--- config.mk ---
export PLATFORM = sky130hd
export DESIGN_NAME = dma_prog_if
export DESIGN_NICKNAME = d
export VERILOG_FILES = /design/src/rtl/dma_reg_pkg.sv /design/src/rtl/dma_bus_strobe.sv /design/src/rtl/dma_prog_if.sv
export SDC_FILE = /design/constraint.sdc
export NUM_CORES = 1
export LEC_CHECK = 0
export BUFFER_PORTS_ARGS = -buffer_cell sky130_fd_sc_hd__buf_4
export CAP_MARGIN = 0
export CELL_PAD_IN_SITES_DETAIL_PLACEMENT = 0
export CELL_PAD_IN_SITES_GLOBAL_PLACEMENT = 1
export CORE_MARGIN = 1.5
export CORE_UTILIZATION = 42
export CTS_CLUSTER_SIZE = 28
export DETAILED_ROUTE_END_ITERATION = 12
export PLACE_DENSITY = 0.78
export SLEW_MARGIN = 10
export SYNTH_ARGS = -nofsm -noshare
export SYNTH_HDL_FRONTEND = slang
export SYNTH_SLANG_ARGS = --single-unit
--- constraint.sdc ---
create_clock -name CLK -period 1.96 [get_ports CLK]
set_input_delay 0.294 -clock CLK [delete_from_list [all_inputs] [get_ports CLK]]
set_output_delay 0.294 -clock CLK [all_outputs]
set_load 0.02 [all_outputs]
--- src/rtl/dma_reg_pkg.sv ---
// Register layouts and CPU register-address map for the 8237A-style programming interface.
package dma_reg_pkg;

    typedef struct packed {
        logic dack_hi;
        logic dreq_lo;
        logic ext_wr;
        logic rot_pri;
        logic cmp_tim;
        logic ctl_dis;
        logic ch0_hold;
        logic mem2mem;
    } cmd_reg_t;

    typedef struct packed {
        logic [1:0] mode;
        logic       dec;
        logic       autoinit;
        logic [1:0] xfer;
        logic [1:0] sel;
    } mode_reg_t;

    typedef logic [3:0] mask_reg_t;

    typedef struct packed {
        logic [3:0] req;
        logic [3:0] tc;
    } status_reg_t;

    localparam logic [3:0] REG_CMD     = 4'h8;
    localparam logic [3:0] REG_STATUS  = 4'h8;
    localparam logic [3:0] REG_REQ     = 4'h9;
    localparam logic [3:0] REG_MASK1   = 4'hA;
    localparam logic [3:0] REG_MODE    = 4'hB;
    localparam logic [3:0] REG_CLRBP   = 4'hC;
    localparam logic [3:0] REG_MCLR    = 4'hD;
    localparam logic [3:0] REG_TEMP    = 4'hD;
    localparam logic [3:0] REG_CLRMASK = 4'hE;
    localparam logic [3:0] REG_WRMASK  = 4'hF;

    // Stored mode field is mode_reg_t[7:2]; auto-init lands at bit 2 of it.
    localparam int MODE_AUTOINIT_BIT = 2;

endpackage

--- src/rtl/dma_bus_strobe.sv ---
// Samples the CPU strobes and produces one-cycle write-commit / read-end pulses on strobe release.
module dma_bus_strobe
    import dma_reg_pkg::*;
(
    input  logic       clk,
    input  logic       rst_n,
    input  logic       cs_n,
    input  logic       ior_n,
    input  logic       iow_n,
    input  logic [3:0] a,
    input  logic [7:0] db,
    output logic       wr_commit,
    output logic       rd_end,
    output logic [3:0] a_q,
    output logic [7:0] db_q
);
    logic cs_q, ior_q, iow_q;

    always_ff @(posedge clk or negedge rst_n) begin
        if (!rst_n) begin
            cs_q  <= 1'b1;
            ior_q <= 1'b1;
            iow_q <= 1'b1;
            a_q   <= '0;
            db_q  <= '0;
        end else begin
            cs_q  <= cs_n;
            ior_q <= ior_n;
            iow_q <= iow_n;
            if (!cs_n && (!ior_n || !iow_n)) a_q <= a;
            if (!cs_n && !iow_n) db_q <= db;
        end
    end

    // A write overlapped by a read strobe is a bus conflict and never commits.
    assign wr_commit = iow_n && !iow_q && !cs_q && ior_q;
    assign rd_end    = ior_n && !ior_q && !cs_q;

endmodule

--- src/rtl/dma_prog_if.sv ---
// CPU programming interface of the DMA controller: register file, byte pointer and TC handling.
// Optional DMA_AUTOINIT_EN: honour mode auto-init (reload current from base on TC, keep mask).
module dma_prog_if
    import dma_reg_pkg::*;
#(
    parameter int NUM_CH = 4,
    parameter int ADDR_W = 16
) (
    input  logic                     CLK,
    input  logic                     RESET_N,
    input  logic                     CS_N,
    input  logic                     IOR_N,
    input  logic                     IOW_N,
    input  logic [3:0]               A,
    input  logic [7:0]               DB_IN,
    output logic [7:0]               DB_OUT,
    output logic                     DB_OE,
    input  logic [NUM_CH-1:0]        dreq_i,
    input  logic                     upd_en,
    input  logic [1:0]               upd_ch,
    input  logic [ADDR_W-1:0]        upd_addr,
    input  logic [ADDR_W-1:0]        upd_count,
    input  logic [NUM_CH-1:0]        tc_i,
    output logic [7:0]               cmd_o,
    output logic [6*NUM_CH-1:0]      mode_o,
    output logic [NUM_CH-1:0]        mask_o,
    output logic [NUM_CH-1:0]        sreq_o,
    output logic [ADDR_W*NUM_CH-1:0] cur_addr_o,
    output logic [ADDR_W*NUM_CH-1:0] cur_count_o,
    output logic                     mclr_o
);
    logic       wr_commit, rd_end;
    logic [3:0] a_q;
    logic [7:0] db_q;

    dma_bus_strobe u_strobe (
        .clk(CLK), .rst_n(RESET_N), .cs_n(CS_N), .ior_n(IOR_N), .iow_n(IOW_N),
        .a(A), .db(DB_IN), .wr_commit(wr_commit), .rd_end(rd_end), .a_q(a_q), .db_q(db_q)
    );

    cmd_reg_t                       cmd, n_cmd;
    logic [NUM_CH-1:0][5:0]         mode, n_mode;
    mask_reg_t                      mask, n_mask;
    logic [NUM_CH-1:0]              sreq, n_sreq, tc_st, n_tc;
    logic                           bp, n_bp;
    logic [NUM_CH-1:0][ADDR_W-1:0]  base_addr, n_base_addr, base_cnt, n_base_cnt;
    logic [NUM_CH-1:0][ADDR_W-1:0]  cur_addr, n_cur_addr, cur_cnt, n_cur_cnt;
    logic                           chan_wr;
    logic [1:0]                     wr_ch;

    assign chan_wr = wr_commit && !a_q[3];
    assign wr_ch   = a_q[2:1];

    always_comb begin
        n_cmd = cmd; n_mode = mode; n_mask = mask; n_sreq = sreq; n_tc = tc_st; n_bp = bp;
        n_base_addr = base_addr; n_base_cnt = base_cnt; n_cur_addr = cur_addr; n_cur_cnt = cur_cnt;

        if (rd_end && a_q == REG_STATUS) n_tc = '0;
        if (rd_end && !a_q[3])           n_bp = ~bp;

        // Priority per channel: FSM write-back < TC reload < CPU write.
        for (int n = 0; n < NUM_CH; n++) begin
            if (upd_en && upd_ch == 2'(n)) begin
                if (!(chan_wr && wr_ch == 2'(n) && !a_q[0])) n_cur_addr[n] = upd_addr;
                if (!(chan_wr && wr_ch == 2'(n) &&  a_q[0])) n_cur_cnt[n]  = upd_count;
            end
            if (tc_i[n]) begin
                n_tc[n]   = 1'b1;
                n_sreq[n] = 1'b0;
`ifdef DMA_AUTOINIT_EN
                if (mode[n][MODE_AUTOINIT_BIT]) begin
                    n_cur_addr[n] = base_addr[n];
                    n_cur_cnt[n]  = base_cnt[n];
                end else begin
                    n_mask[n] = 1'b1;
                end
`else
                n_mask[n] = 1'b1;
`endif
            end
        end

        if (chan_wr) begin
            n_bp = ~bp;
            if (a_q[0]) begin
                if (bp) begin
                    n_base_cnt[wr_ch][15:8] = db_q; n_cur_cnt[wr_ch][15:8] = db_q;
                end else begin
                    n_base_cnt[wr_ch][7:0]  = db_q; n_cur_cnt[wr_ch][7:0]  = db_q;
                end
            end else begin
                if (bp) begin
                    n_base_addr[wr_ch][15:8] = db_q; n_cur_addr[wr_ch][15:8] = db_q;
                end else begin
                    n_base_addr[wr_ch][7:0]  = db_q; n_cur_addr[wr_ch][7:0]  = db_q;
                end
            end
        end else if (wr_commit) begin
            case (a_q)
                REG_CMD:     n_cmd = cmd_reg_t'(db_q);
                REG_REQ:     n_sreq[db_q[1:0]] = db_q[2];
                REG_MASK1:   n_mask[db_q[1:0]] = db_q[2];
                REG_MODE:    n_mode[db_q[1:0]] = db_q[7:2];
                REG_CLRBP:   n_bp = 1'b0;
                REG_CLRMASK: n_mask = '0;
                REG_WRMASK:  n_mask = db_q[3:0];
                default: ;
            endcase
        end

        if (wr_commit && a_q == REG_MCLR) begin
            n_cmd = '0; n_mode = '0; n_mask = '1; n_sreq = '0; n_tc = '0; n_bp = 1'b0;
            n_base_addr = '0; n_base_cnt = '0; n_cur_addr = '0; n_cur_cnt = '0;
        end
    end

    always_ff @(posedge CLK or negedge RESET_N) begin
        if (!RESET_N) begin
            cmd <= '0; mode <= '0; mask <= '1; sreq <= '0; tc_st <= '0; bp <= 1'b0;
            base_addr <= '0; base_cnt <= '0; cur_addr <= '0; cur_cnt <= '0;
            mclr_o <= 1'b0;
        end else begin
            cmd <= n_cmd; mode <= n_mode; mask <= n_mask; sreq <= n_sreq; tc_st <= n_tc; bp <= n_bp;
            base_addr <= n_base_addr; base_cnt <= n_base_cnt;
            cur_addr <= n_cur_addr; cur_cnt <= n_cur_cnt;
            mclr_o <= wr_commit && a_q == REG_MCLR;
        end
    end

    logic [7:0]        rd_data;
    logic [ADDR_W-1:0] rd_sel;
    status_reg_t       st;

    always_comb begin
        st.req  = dreq_i;
        st.tc   = tc_st;
        rd_sel  = A[0] ? cur_cnt[A[2:1]] : cur_addr[A[2:1]];
        rd_data = 8'h00;
        if (!A[3])                rd_data = bp ? rd_sel[15:8] : rd_sel[7:0];
        else if (A == REG_STATUS) rd_data = st;
    end

    always_ff @(posedge CLK or negedge RESET_N) begin
        if (!RESET_N)             DB_OUT <= 8'h00;
        else if (!CS_N && !IOR_N) DB_OUT <= rd_data;
    end

    assign DB_OE       = !CS_N && !IOR_N;
    assign cmd_o       = cmd;
    assign mode_o      = mode;
    assign mask_o      = mask;
    assign sreq_o      = sreq;
    assign cur_addr_o  = cur_addr;
    assign cur_count_o = cur_cnt;

endmodule
# Yosys cells after proc, flatten, opt, wreduce, memory -nomap -nowiden
# Index checks and enable logic that the tools add are counted.
# totals
ff_bits	197
latchBits	0
ramBits	0
rom_bits	0
output_inout_bits	178
wordCells	188
n_memories	0
# classes
add_sub_neg	0
multipliers	0
n_div	0
magnitude_cmp	5
n_eq_ne	16
shift	0
mux	82
bitwise_logic	1
n_reduce_logical	50
# op_table
cell	n
2-to-1 mux 64 bit	8
2-to-1 mux 16 bit	20
bitwise mux 64 bit	4
2-to-1 mux 24 bit	4
binary-select mux 16 bit (select 2 bit)	2
demux 16 bit (select 2 bit)	2
2-to-1 mux 8 bit	8
== test 4 bit (second input constant)	9
2-to-1 mux 4 bit	9
logical AND 1 bit	30
bitwise mux 24 bit	1
2-to-1 mux 1 bit	18
demux 6 bit (select 2 bit)	1
one-hot mux 4 bit (3 select lines)	1
nonzero test 3 bit	4
less-than comparator 2 x 3 -> 1 bit (second input constant)	3
bitwise mux 4 bit	2
== test 2 bit (second input constant)	4
zero test 1 bit	8
2-to-1 mux 6 bit	1
AND reduction 3 bit	2
nonzero test 2 bit	3
== test 2 x 1 -> 1 bit (second input constant)	2
greater-or-equal comparator 2 x 1 -> 1 bit (second input constant)	2
5 further kinds	6

# Longest topological paths before layout
# logic_depth
word_depth	14
mapped_depth	8

# By module
# A second synthesis with hierarchy kept.
# unflattened
hier_cells	1002
area_unflattened_um2	10546.4
# by_module_without_submodules
mod	n_inst	cells_each	area_per_inst_um2	seq_area_each_um2
dma_prog_if	1	971	9972.1	4559.4
dma_bus_strobe	1	31	574.3	379.1

# Least setup slack after synthesis
# OpenSTA, ideal clock, no wires.
# synth_timing
path_type	register to register
start	reg u_strobe.cs_q
end	reg cur_cnt, in the netlist cur_count_o[39]
arrival_ps	1618
t_required_ps	1834
setup_slack_ps	217
path_stages_with_launch	8
n_path_buf	3
period_less_slack_ps	1743
path_cell_list	dfstp_2 -> and4bb_1 -> buf_6 -> buf_12 -> a31o_2 -> buf_4 -> o221ai_1 -> a21oi_1
# synth_rtl
element	line_no	source
start: declaration	dma_bus_strobe.sv:17	logic cs_q, ior_q, iow_q;
start signal: assignment	dma_bus_strobe.sv:27	cs_q <= cs_n;
end signal: assignment	dma_prog_if.sv:125	cur_addr <= n_cur_addr; cur_cnt <= n_cur_cnt;
end: declaration	dma_prog_if.sv:47	logic [NUM_CH-1:0][ADDR_W-1:0] cur_addr, n_cur_addr, cur_cnt, n_cur_cnt;

==> summary.md <==
| Metric | Value |
|---|---|
| Average wire per standard cell | `about 23 µm` |
| Fin crit share | `0.952` |
| Setup slack after layout | `~94 ps` |
| Maximum number of pins on one net before global-route repair | `67` |
| Ys Warns | `0` |
| Vias in the first global route | `between 9k and 10k` |
| Final nets | `between 1k and 1.5k` |
| Post-synth cell types | `66` |
| Cell area after synthesis | `10900 µm²` |
| Setup crit start | `IOW_N` |
| Clk slew on worst S/H paths | `70 ps` |
| Period minus WS final | `1870 ps` |
| Routed WL | `between 30000 and 40000 µm` |
| Hold path startpoint | `DB_IN[1]` |
| Hold Violations, Final | `0` |
| RePlAce Congestion | `around 0.84` |
| Peak VDD IR | `roughly 540 µV` |
| Hpwl dp | `roughly 27000 µm` |
| Max Slew Vio Count | `0` |
| Worst r2r dst | `cur_addr_o[50]` |
| Die Height | `between 150 and 200 µm` |
| Flop-to-flop setup slack | `100 ps` |
| I/O Buffers | `roughly 240` |
| Avg Synthesized Cell Area | `10.1 µm²` |
| I/O pin cnt | `approximately 240` |
| 1st-pass router iterations | `5` |
| Share of cells above drive strength 1 | `0.344` |
| Vias per cell | `approximately 6` |
| Critical path peak fanout | `11` |
| Worst-Skew Late Latency | `roughly 430 ps` |
| Power Dens Cells | `986 nW/µm²` |
| Antenna violations before repair | `0` |
| Clock Sinks | `197` |
| CP required | `2270 ps` |
| CTS buffer count | `17` |
| Initial Util | `0.431` |
| Synth Instances | `around 1.1k` |
| Worst-margin pin slew | `~1000 ps` |
| Setup TNS | `0 ps` |
| Setup CP Type | `input port to register` |
| Die X-Extent | `~160 µm` |
| Cell row count | `just under 60` |
| Post-synth EDFFs | `0` |
| Placeable Area | `between 20000 and 30000 µm²` |
| Static leakage | `6.47 nW` |
| Fin cells | `1685` |
| GRT Util Overall | `0.284` |
| Max Fclk | `between 0.5 and 0.6 GHz` |
| CP Capture Type | `register` |
| Ys flop type | `dfrtp_1` |
| MaxCap Viol Count | `0` |
| Layout overhead on the synthesized area | `29.5%` |
| Placed cells | `about 1.6k` |
| Worst Setup Start Kind | `input port` |
| Vias | `a little over 10k` |
| Synth Register Bits | `between 150 and 200` |
| RSZ-0062 raised after global routing | `false` |
| Status | `completed` |
| Headroom to the max-slew limit | `0.315` |
| Worst r2r path cells | `7` |
| Syn_nets | `1146` |
| Setup violations, final | `0` |
| Post-DRT Antenna Nets | `0` |
| Worst slack, placed | `-5.61 ps` |
| Post-synthesis sequential area ratio | `0.452` |
| Async SR Flop Fraction | `1.00` |
| First-pass GRT wire length | `around 57000 µm` |
| Diode count | `0` |
| Clock tree buffer depth | `2` |
| Congestion Overflow GR | `0` |
| Clock Tree Root | `clkbuf_16` |
| Hold Path Class | `input port to register` |
| Clk_skew | `between 10 and 15 ps` |
| Hold Path End | `u_strobe.db_q[1]` |
| Iteration-0 DRC Markers | `approximately 1.0k` |
| Die Area | `27000 µm²` |
| H-tree levels | `4` |
| R2R Path Start | `u_strobe.ior_q` |
| CTS tree | `done` |
| # DRC | `0` |
| WP data arrival | `between 2000 and 2500 ps` |
| Hold depth | `2` |
==> cell type report <==
class | count | area [µm²]
Timing Repair Buffer | 331 | 2840
Multi-Input combinational cell | 748 | 5170
Sequential cell | 197 | 4940
Clock inverter | 11 | 140
Tap cell | 330 | 413
Clock buffer | 21 | 460
Fill cell | 2229 | 11200
Inverter | 47 | 176
==> metal layers <==
metal / vias up / share of wire / GRT usage
li1: 4537 / - / -
met1: 5000 / 0.44 / 0.414
met2: 518 / 0.46 / 0.429
met3: 61 / 0.079 / 0.0449
met4: 0 / 0.026 / 0.0938
met5: - / 0 / 0
==> cell usage after synthesis (5+ instances only) <==
library cell,number,share of area
nand4_4,11,0.021
a31oi_1,90,0.052
a21oi_2,6,0.0048
and2_1,5,0.0029
and3_1,9,0.0052
a21oi_1,45,0.021
mux2i_1,16,0.015
a31oi_4,5,0.0097
nand2b_1,6,0.0034
nand3_1,6,0.0028
o21ai_1,24,0.011
buf_4,13,0.0089
o31ai_4,6,0.012
a22oi_1,16,0.011
mux4_2,16,0.033
inv_1,44,0.015
dfstp_2,7,0.017
a22o_1,18,0.014
a221oi_1,6,0.0048
buf_6,23,0.024
mux2_2,36,0.037
nand2_1,206,0.071
nand4_1,5,0.0029
o21ai_0,87,0.040
o221ai_1,40,0.032
nor2_1,15,0.0052
dfrtp_1,190,0.44
clkbuf_1,22,0.0076
nor2b_1,5,0.0029
buf_2,33,0.015
o211ai_1,16,0.011
a32o_1,5,0.0046
==> worst max-delay path, cell delays in order <==
cell and delay (ps):
dlygate4sd3_1 530, buf_4 140, and4bb_4 320, buf_12 170, buf_12 130, nand4_1 120
buf_6 200, o221ai_1 170, a21oi_1 90
==> cells in the final DEF, fill, tap and decap left out, drive strengths merged, types with 4 or more instances in the layout <==
master       synthesis  final
clkbuf              22     25
buf                 72    323
o211ai              17     17
nand2              206    206
a32o                 5      5
a31oi               98     98
mux2i               16     16
dfrtp              190    190
o21ai              111    111
nor2b                6      6
nand2b               6      6
nand4               17     17
a22oi               16     16
o31ai                6      6
and2                 6      6
clkinv               2      6
nor2                17     17
dfstp                7      7
o22ai                4      4
inv                 45     50
mux4                16     16
a22o                18     18
mux2                36     36
dlygate4sd3          0      4
a21oi               51     51
a211o                4      4
o221ai              40     40
nand3                7      7
and3                 9      9
a221oi               7      7
==> kinds of logic (layout without fill, tap and decap cells) <==
group | count (synthesis) | in the layout | share of synthesized area
compound gates | 385 | 385 | 0.246
xor+xnor | 1 | 1 | 0.000802
buf+inv | 141 | 410 | 0.0755
flops | 197 | 197 | 0.452
mux | 68 | 68 | 0.0848
simple gates | 294 | 294 | 0.141
==> registers in the layout (all words and copies together) (netlist names) <==
signal / flops
DB_OUT: 8
sreq_o: 4
cmd_o: 8
mode_o: 24
u_strobe.a_q: 4
mclr_o: 1
bp: 1
u_strobe.db_q: 8
u_strobe.ior_q: 1
tc_st: 4
cur_count_o: 64
mask_o: 4
u_strobe.cs_q: 1
u_strobe.iow_q: 1
cur_addr_o: 64
==> what timing repair did <==
| action | CTS | global route |
|---|---|---|
| buffers inserted | 0 | 3 |
| endpoints found under the hold margin | 41 | 0 |
| setup endpoints to repair | 0 | 101 |
| gates resized for setup | 0 | 9 |
| hold buffers | 4 | 0 |
==> worst max path at each step <==
| stage | to | slack, ps |
|---|---|---|
| finish | cur_addr_o[50] | 90 |
| global route | cur_addr_o[2] | 0.2 |
| CTS | cur_addr_o[20] | 7 |
| detailed placement | DB_OUT[5] | -6 |
| global placement | DB_OUT[5] | 10 |
| floorplan | cur_count_o[39] | 220 |
==> report_power, final <==
part	internal [mW]	switching (mW)	total, mW
combinational	2.01	2.67	4.68
sequential	4.76	0.834	5.60
clock	1.99	1.67	3.66
total	8.76	5.18	13.9
==> per-stage QoR <==
step                      cell area (µm²)  hold slack [ps]  total power, mW  utilization
after floorplan                     10900            -1.59             7.96            -
after global placement              13400              272             10.2        0.528
after detailed placement            13400              276             10.3        0.528
after CTS                           14000             75.3             13.9        0.553
after global routing                14100             75.8             14.5        0.558
final                               14100             87.6             13.9        0.558
Note: power is estimated with default switching activity, not from simulation.
